==> config.mk <==
export PLATFORM = sky130hd
export DESIGN_NAME = alu_ctrl
export DESIGN_NICKNAME = d
export VERILOG_FILES = /design/src/rtl/alu_ctrl.sv
export SDC_FILE = /design/constraint.sdc
export NUM_CORES = 1
export LEC_CHECK = 0
export CORE_MARGIN = 4
export CORE_UTILIZATION = 47
export DETAILED_ROUTE_END_ITERATION = 10
export PLACE_DENSITY = 0.92
export SYNTH_ARGS = -nofsm -noshare
export SYNTH_HDL_FRONTEND = slang
export SYNTH_SLANG_ARGS = --single-unit
==> constraint.sdc <==
create_clock -name clk -period 2.3 [get_ports clk]
set_input_delay 0.46 -clock clk [delete_from_list [all_inputs] [get_ports clk]]
set_output_delay 0.46 -clock clk [all_outputs]
set_load 0.005 [all_outputs]
==> src/rtl/alu_ctrl.sv <==
// ---------------------------------------------------------------------------
// alu_ctrl
//   Command-side driver for a combinational alu. Accepts one operation per
//   cmd valid/ready handshake, presents opcode/operands to the alu from
//   registers, captures alu_f one cycle later and offers it on a res
//   valid/ready channel. An accumulator holds the last error-free result so
//   that operations can be chained (cmd_use_acc). DIV-by-zero and illegal
//   opcodes are flagged without consulting alu_f.
//
// Ports
//   clk, rst_n       rising-edge clock, asynchronous active-low reset
//   cmd_valid/ready  command handshake (ready only in IDLE)
//   cmd_oc           opcode 0 ADD,1 SUB,2 MUL,3 DIV,4 NOT,5 XOR,6 OR,7 AND
//   cmd_a, cmd_b     operands (cmd_a ignored when cmd_use_acc=1)
//   cmd_use_acc      take operand a from the accumulator
//   alu_oc/a/b       registered drive to the alu
//   alu_f            alu result
//   res_valid/ready  result handshake
//   res_data         result (0 on error)
//   res_err          DIV by zero or illegal opcode
//   acc              last error-free result
//   busy             state != IDLE
// ---------------------------------------------------------------------------
module alu_ctrl #(
  parameter int DATA_WIDTH = 16
) (
  input  logic                  clk,
  input  logic                  rst_n,
  input  logic                  cmd_valid,
  output logic                  cmd_ready,
  input  logic [3:0]            cmd_oc,
  input  logic [DATA_WIDTH-1:0] cmd_a,
  input  logic [DATA_WIDTH-1:0] cmd_b,
  input  logic                  cmd_use_acc,
  output logic [3:0]            alu_oc,
  output logic [DATA_WIDTH-1:0] alu_a,
  output logic [DATA_WIDTH-1:0] alu_b,
  input  logic [DATA_WIDTH-1:0] alu_f,
  output logic                  res_valid,
  input  logic                  res_ready,
  output logic [DATA_WIDTH-1:0] res_data,
  output logic                  res_err,
  output logic [DATA_WIDTH-1:0] acc,
  output logic                  busy
);

  localparam logic [3:0] OC_DIV = 4'd3;

  typedef enum logic [1:0] {
    ST_IDLE = 2'd0,
    ST_EXEC = 2'd1,
    ST_DONE = 2'd2
  } state_t;

  state_t state_q, state_d;

  logic [3:0]            alu_oc_q, alu_oc_d;
  logic [DATA_WIDTH-1:0] alu_a_q, alu_a_d;
  logic [DATA_WIDTH-1:0] alu_b_q, alu_b_d;
  logic                  err_q, err_d;
  logic                  res_valid_q, res_valid_d;
  logic [DATA_WIDTH-1:0] res_data_q, res_data_d;
  logic                  res_err_q, res_err_d;
  logic [DATA_WIDTH-1:0] acc_q, acc_d;

  logic accept;
  logic res_take;
  logic cmd_err;

  // Handshake qualifiers
  assign accept   = cmd_valid & cmd_ready;
  assign res_take = res_valid_q & res_ready;

  // Errors are decided from the command itself so the alu output is never
  // trusted for an illegal opcode or a zero divisor.
  assign cmd_err = cmd_oc[3] | ((cmd_oc == OC_DIV) & (cmd_b == '0));

  // -------------------------------------------------------------------------
  // FSM: state register
  // -------------------------------------------------------------------------
  always_ff @(posedge clk or negedge rst_n) begin
    if (!rst_n) begin
      state_q <= ST_IDLE;
    end else begin
      state_q <= state_d;
    end
  end

  // -------------------------------------------------------------------------
  // FSM: next-state logic
  // -------------------------------------------------------------------------
  always_comb begin
    state_d = state_q;
    unique case (state_q)
      ST_IDLE: if (accept)   state_d = ST_EXEC;
      ST_EXEC:               state_d = ST_DONE;
      ST_DONE: if (res_take) state_d = ST_IDLE;
      default:               state_d = ST_IDLE;
    endcase
  end

  // -------------------------------------------------------------------------
  // FSM: outputs
  // -------------------------------------------------------------------------
  always_comb begin
    cmd_ready = 1'b0;
    busy      = 1'b1;
    if (state_q == ST_IDLE) begin
      cmd_ready = 1'b1;
      busy      = 1'b0;
    end
  end

  // -------------------------------------------------------------------------
  // Datapath next-state
  // -------------------------------------------------------------------------
  always_comb begin
    alu_oc_d    = alu_oc_q;
    alu_a_d     = alu_a_q;
    alu_b_d     = alu_b_q;
    err_d       = err_q;
    res_valid_d = res_valid_q;
    res_data_d  = res_data_q;
    res_err_d   = res_err_q;
    acc_d       = acc_q;

    // Alu inputs move only on an accept edge; an erroneous command drives
    // zeros so nothing undefined is presented to the alu.
    if (accept) begin
      err_d = cmd_err;
      if (cmd_err) begin
        alu_oc_d = '0;
        alu_a_d  = '0;
        alu_b_d  = '0;
      end else begin
        alu_oc_d = cmd_oc;
        alu_a_d  = cmd_use_acc ? acc_q : cmd_a;
        alu_b_d  = cmd_b;
      end
    end

    // Capture the alu result one cycle after accept.
    if (state_q == ST_EXEC) begin
      res_valid_d = 1'b1;
      res_err_d   = err_q;
      res_data_d  = err_q ? '0 : alu_f;
      if (!err_q) begin
        acc_d = alu_f;
      end
    end

    if ((state_q == ST_DONE) && res_take) begin
      res_valid_d = 1'b0;
    end
  end

  // -------------------------------------------------------------------------
  // Datapath registers
  // -------------------------------------------------------------------------
  always_ff @(posedge clk or negedge rst_n) begin
    if (!rst_n) begin
      alu_oc_q    <= '0;
      alu_a_q     <= '0;
      alu_b_q     <= '0;
      err_q       <= 1'b0;
      res_valid_q <= 1'b0;
      res_data_q  <= '0;
      res_err_q   <= 1'b0;
      acc_q       <= '0;
    end else begin
      alu_oc_q    <= alu_oc_d;
      alu_a_q     <= alu_a_d;
      alu_b_q     <= alu_b_d;
      err_q       <= err_d;
      res_valid_q <= res_valid_d;
      res_data_q  <= res_data_d;
      res_err_q   <= res_err_d;
      acc_q       <= acc_d;
    end
  end

  assign alu_oc    = alu_oc_q;
  assign alu_a     = alu_a_q;
  assign alu_b     = alu_b_q;
  assign res_valid = res_valid_q;
  assign res_data  = res_data_q;
  assign res_err   = res_err_q;
  assign acc       = acc_q;

endmodule
==> qor.csv <==
stage,metric,value,unit
cells_and_area,fillers,442,
clock_tree,CTS Sinks,73,
clock_tree,Post-CTS Resized,0,
yosys,post-synth top area share,56.5,%
clock_tree,CTS root buffer,clkbuf_8,
clock_tree,# Post-CTS Setup Buffers,0,
floorplan,Die Ht,90.9,um
yosys,Post-synth EDFFs,0,
placed_design,Setup WS pre-CTS,0.104,ns
clock_tree,total CTS buffers,9,
pwr,P_int,3.96,mW
pwr,Sw Ratio,31.3,%
drt,drc violations,0,
pwr,pwr dens,1220,nW/um^2
floorplan,standard-cell rows,29,
yosys,Yosys cell types,27,
status,status,"finished, final reports clean",
floorplan,area of the core,6490,um^2
placed_design,Placer Congestion,0.740,
sta,max frequency,493,MHz
sta,Worst-Margin Slew,0.526,ns
pwr,Seq pwr share,40.3,%
floorplan,# IOs,129,
yosys,net count after synthesis,333,
sta,fin crit share,88.1,%
clock_tree,clock-pin transition on the worst setup and hold timing paths,0.07,ns
cells_and_area,Area growth syn-to-layout,46.3,%
yosys,sequential share of the synthesized area,56.5,%
clock_tree,CTS tree,built,
sta,Final WS setup,0.273,ns
floorplan,Die W,90.9,um
setup_path,Crit path max-delay family,buffers and inverters,
clock_tree,H-tree depth,3,
sta,"Hold Vio Cnt, Final",0,
setup_path,CP cell instances,nor2_1 > clkdlybuf4s50_1,
floorplan,initial core utilization,49.8,%
grt,number of global-route vias before repair,2797,
grt,initial antenna violation count,0,
setup_path,Worst setup SP type,register,
floorplan,Total Die Area,8270,um^2
setup_path,Worst EP required,1.84,ns
pwr,"Power, Total",5.77,mW
sta,final setup fails,0,
grt,Total GRT Usage,22.8,%
yosys,Post-Syn Instances,276,
setup_path,CP Capture Type,output port,
sta,worst setup skew after layout,0.00676,ns
pwr,VDD IR max,0.509,mV
yosys,syn_area_per_cell,11.7,um^2
setup_path,Crit path arrival time,1.57,ns
cells_and_area,area of the multi-input gates,1270,um^2
drt,drt pass-1 iters,5,
setup_path,CP Class,register to output port,
cells_and_area,n_diodes,0,
yosys,post-synth top area cell,dfrtp_1,
sta,Fin Setup TNS,0,ns
placed_design,port bufs,128,
drt,vias per cell,5.60,
sta,Slew headroom,65.0,%
placed_design,DP Wirelength,6.74,mm
grt,largest net degree at the start of global routing,44,
pwr,combinational power share,44.2,%
sta,RSZ-0062 raised after global routing,no,
setup_path,CP Buf/Inv Count,1,
sta,max-slew violations,0,
grt,GRT overflow,0,
cells_and_area,FF+latch area,1830,um^2
pwr,sw power,1.80,mW
worst_hold_path,Worst Hold Class,primary input to async pin,
run,max-cap viol count,0,
yosys,Async SR Flop Fraction,100,%
clock_tree,Post-CTS Hold Fix Bufs,0,
clock_tree,clock latency on the worst-skew pair,0.34,ns
yosys,dominant cells by area after synthesis,"dfrtp_1 57%, mux2_2 11%, nand2_1 4.5%",
drt,Post-Route WL,9.15,mm
setup_path,crit-path max FO,6,
pwr,Clock Power Share,15.6,%
yosys,synth warn,0,
placed_design,placed cell area,4560,um^2
drt,total number of vias,2694,
cells_and_area,nets@finish,459,
drt,WL per Instance,19.0,um
yosys,Synth Cell Area,3230,um^2
setup_path,Slowest Stage Delay on Critical Path,0.54,ns
cells_and_area,final instance area,4730,um^2
yosys,flop and latch count out of synthesis,73,
drt,remaining antenna violation count,0,
drt,Initial DRC Count,197,
clock_tree,Clock Path Buffers,2,
cells_and_area,layout cells sized above 1,15.3,%
setup_path,"slowest stage cell, crit path",clkdlybuf4s50_1,
grt,first-pass GRT wire length,14.9,mm
sta,fin crit period,2.03,ns
pwr,P_leak,1.98,nW
yosys,Synth Flop Type,dfrtp_1,
## synthesized netlist by cell type (4+ instances only)
master / number
buf_4: 5
nand2_1: 39
dfrtp_1: 73
buf_2: 10
o21ai_0: 9
clkbuf_1: 4
nand2b_1: 18
a31oi_1: 16
o211ai_1: 4
mux2_2: 33
o21ai_1: 10
a22oi_1: 16
a22o_1: 16
## kinds of logic after synthesis
kind of cell / after synthesis / synth area share (%)
compound gates: 73 / 15.5
simple gates: 72 / 11.9
buf+inv: 25 / 4.57
flops: 73 / 56.5
mux: 33 / 11.5
## placed cells by master, fill, tap and decap left out, types with 2 or more instances in the layout
| cell type | n |
|---|---|
| a22o_1 | 16 |
| a22oi_1 | 16 |
| a31oi_1 | 16 |
| buf_4 | 9 |
| clkbuf_8 | 12 |
| clkdlybuf4s50_1 | 127 |
| dfrtp_1 | 73 |
| inv_1 | 3 |
| mux2_2 | 33 |
| nand2_1 | 39 |
| nand2b_1 | 18 |
| nand3b_1 | 2 |
| nor2_1 | 3 |
| nor2_4 | 2 |
| o211ai_1 | 4 |
| o21ai_0 | 9 |
| o21ai_1 | 10 |
| or4_4 | 2 |
## worst reg2reg max path, delay by kind of cell, from the launching register on
| family | cells | cell delay, ns |
|---|---|---|
| buffers and inverters | 1 | 0.26 |
| DFF | 1 | 0.46 |
| and+or+nand+nor | 1 | 0.51 |
| AOI/OAI and AO/OA | 2 | 0.33 |
## cell type report
| type | instances | share of cell area [%] |
|---|---|---|
| Clock buffer | 13 | 3.57 |
| Inverter | 3 | 0.238 |
| Multi-Input combinational cell | 178 | 26.8 |
| Sequential cell | 73 | 38.6 |
| Tap cell | 77 | 2.04 |
| Timing Repair Buffer | 137 | 28.7 |
## flip-flops by register name, summed over array words and instances, names as in the netlist
register and count:
res_data 16, acc 16, alu_b 16, alu_oc 4, res_valid 1, alu_a 16, err_q 1, state_q 2
res_err 1
## power by group through the flow
stage / registers [mW] / logic (mW) / clock network, mW
detailed placement: 2.33 / 2.57 / 0
floorplan: 2.30 / 0.984 / 0
global route: 2.40 / 2.75 / 0.970
global placement: 2.30 / 2.46 / 0
finish: 2.32 / 2.55 / 0.899
CTS: 2.32 / 2.59 / 0.910
## routing by layer
metal	global-route usage [%]	part of all wire [%]	routed length, um	vias up
li1	-	-	-	1245
met1	29.3	43	3940	1311
met2	37.2	48	4380	128
met3	6.92	8.0	728	10
met4	6.91	1.1	104	0
met5	0	0	0	-
## metrics by stage
| stage | hold slack (ns) | instances | util (%) |
|---|---|---|---|
| floorplan | 0.164 | 276 | - |
| global placement | 0.460 | 468 | 70.2 |
| detailed placement | 0.473 | 468 | 70.2 |
| CTS | 0.0978 | 481 | 72.8 |
| global route | 0.135 | 481 | 72.8 |
| finish | 0.103 | 481 | 72.8 |
## worst paths after layout
check	startpoint	endpoint	slack [ns]	cells after the start
setup / recovery	state_q[1]	cmd_ready	0.27	2
min in group clk	alu_oc[2]	alu_oc[2]	0.48	2
hold reg to reg	alu_oc[2]	alu_oc[2]	0.48	2
max in group asynchronous	rst_n	alu_a[15]	1.62	2
setup reg to reg	state_q[1]	alu_a[4]	0.61	4
hold / removal	rst_n	acc[10]	0.10	1
Note: power is estimated with default switching activity, not from simulation.
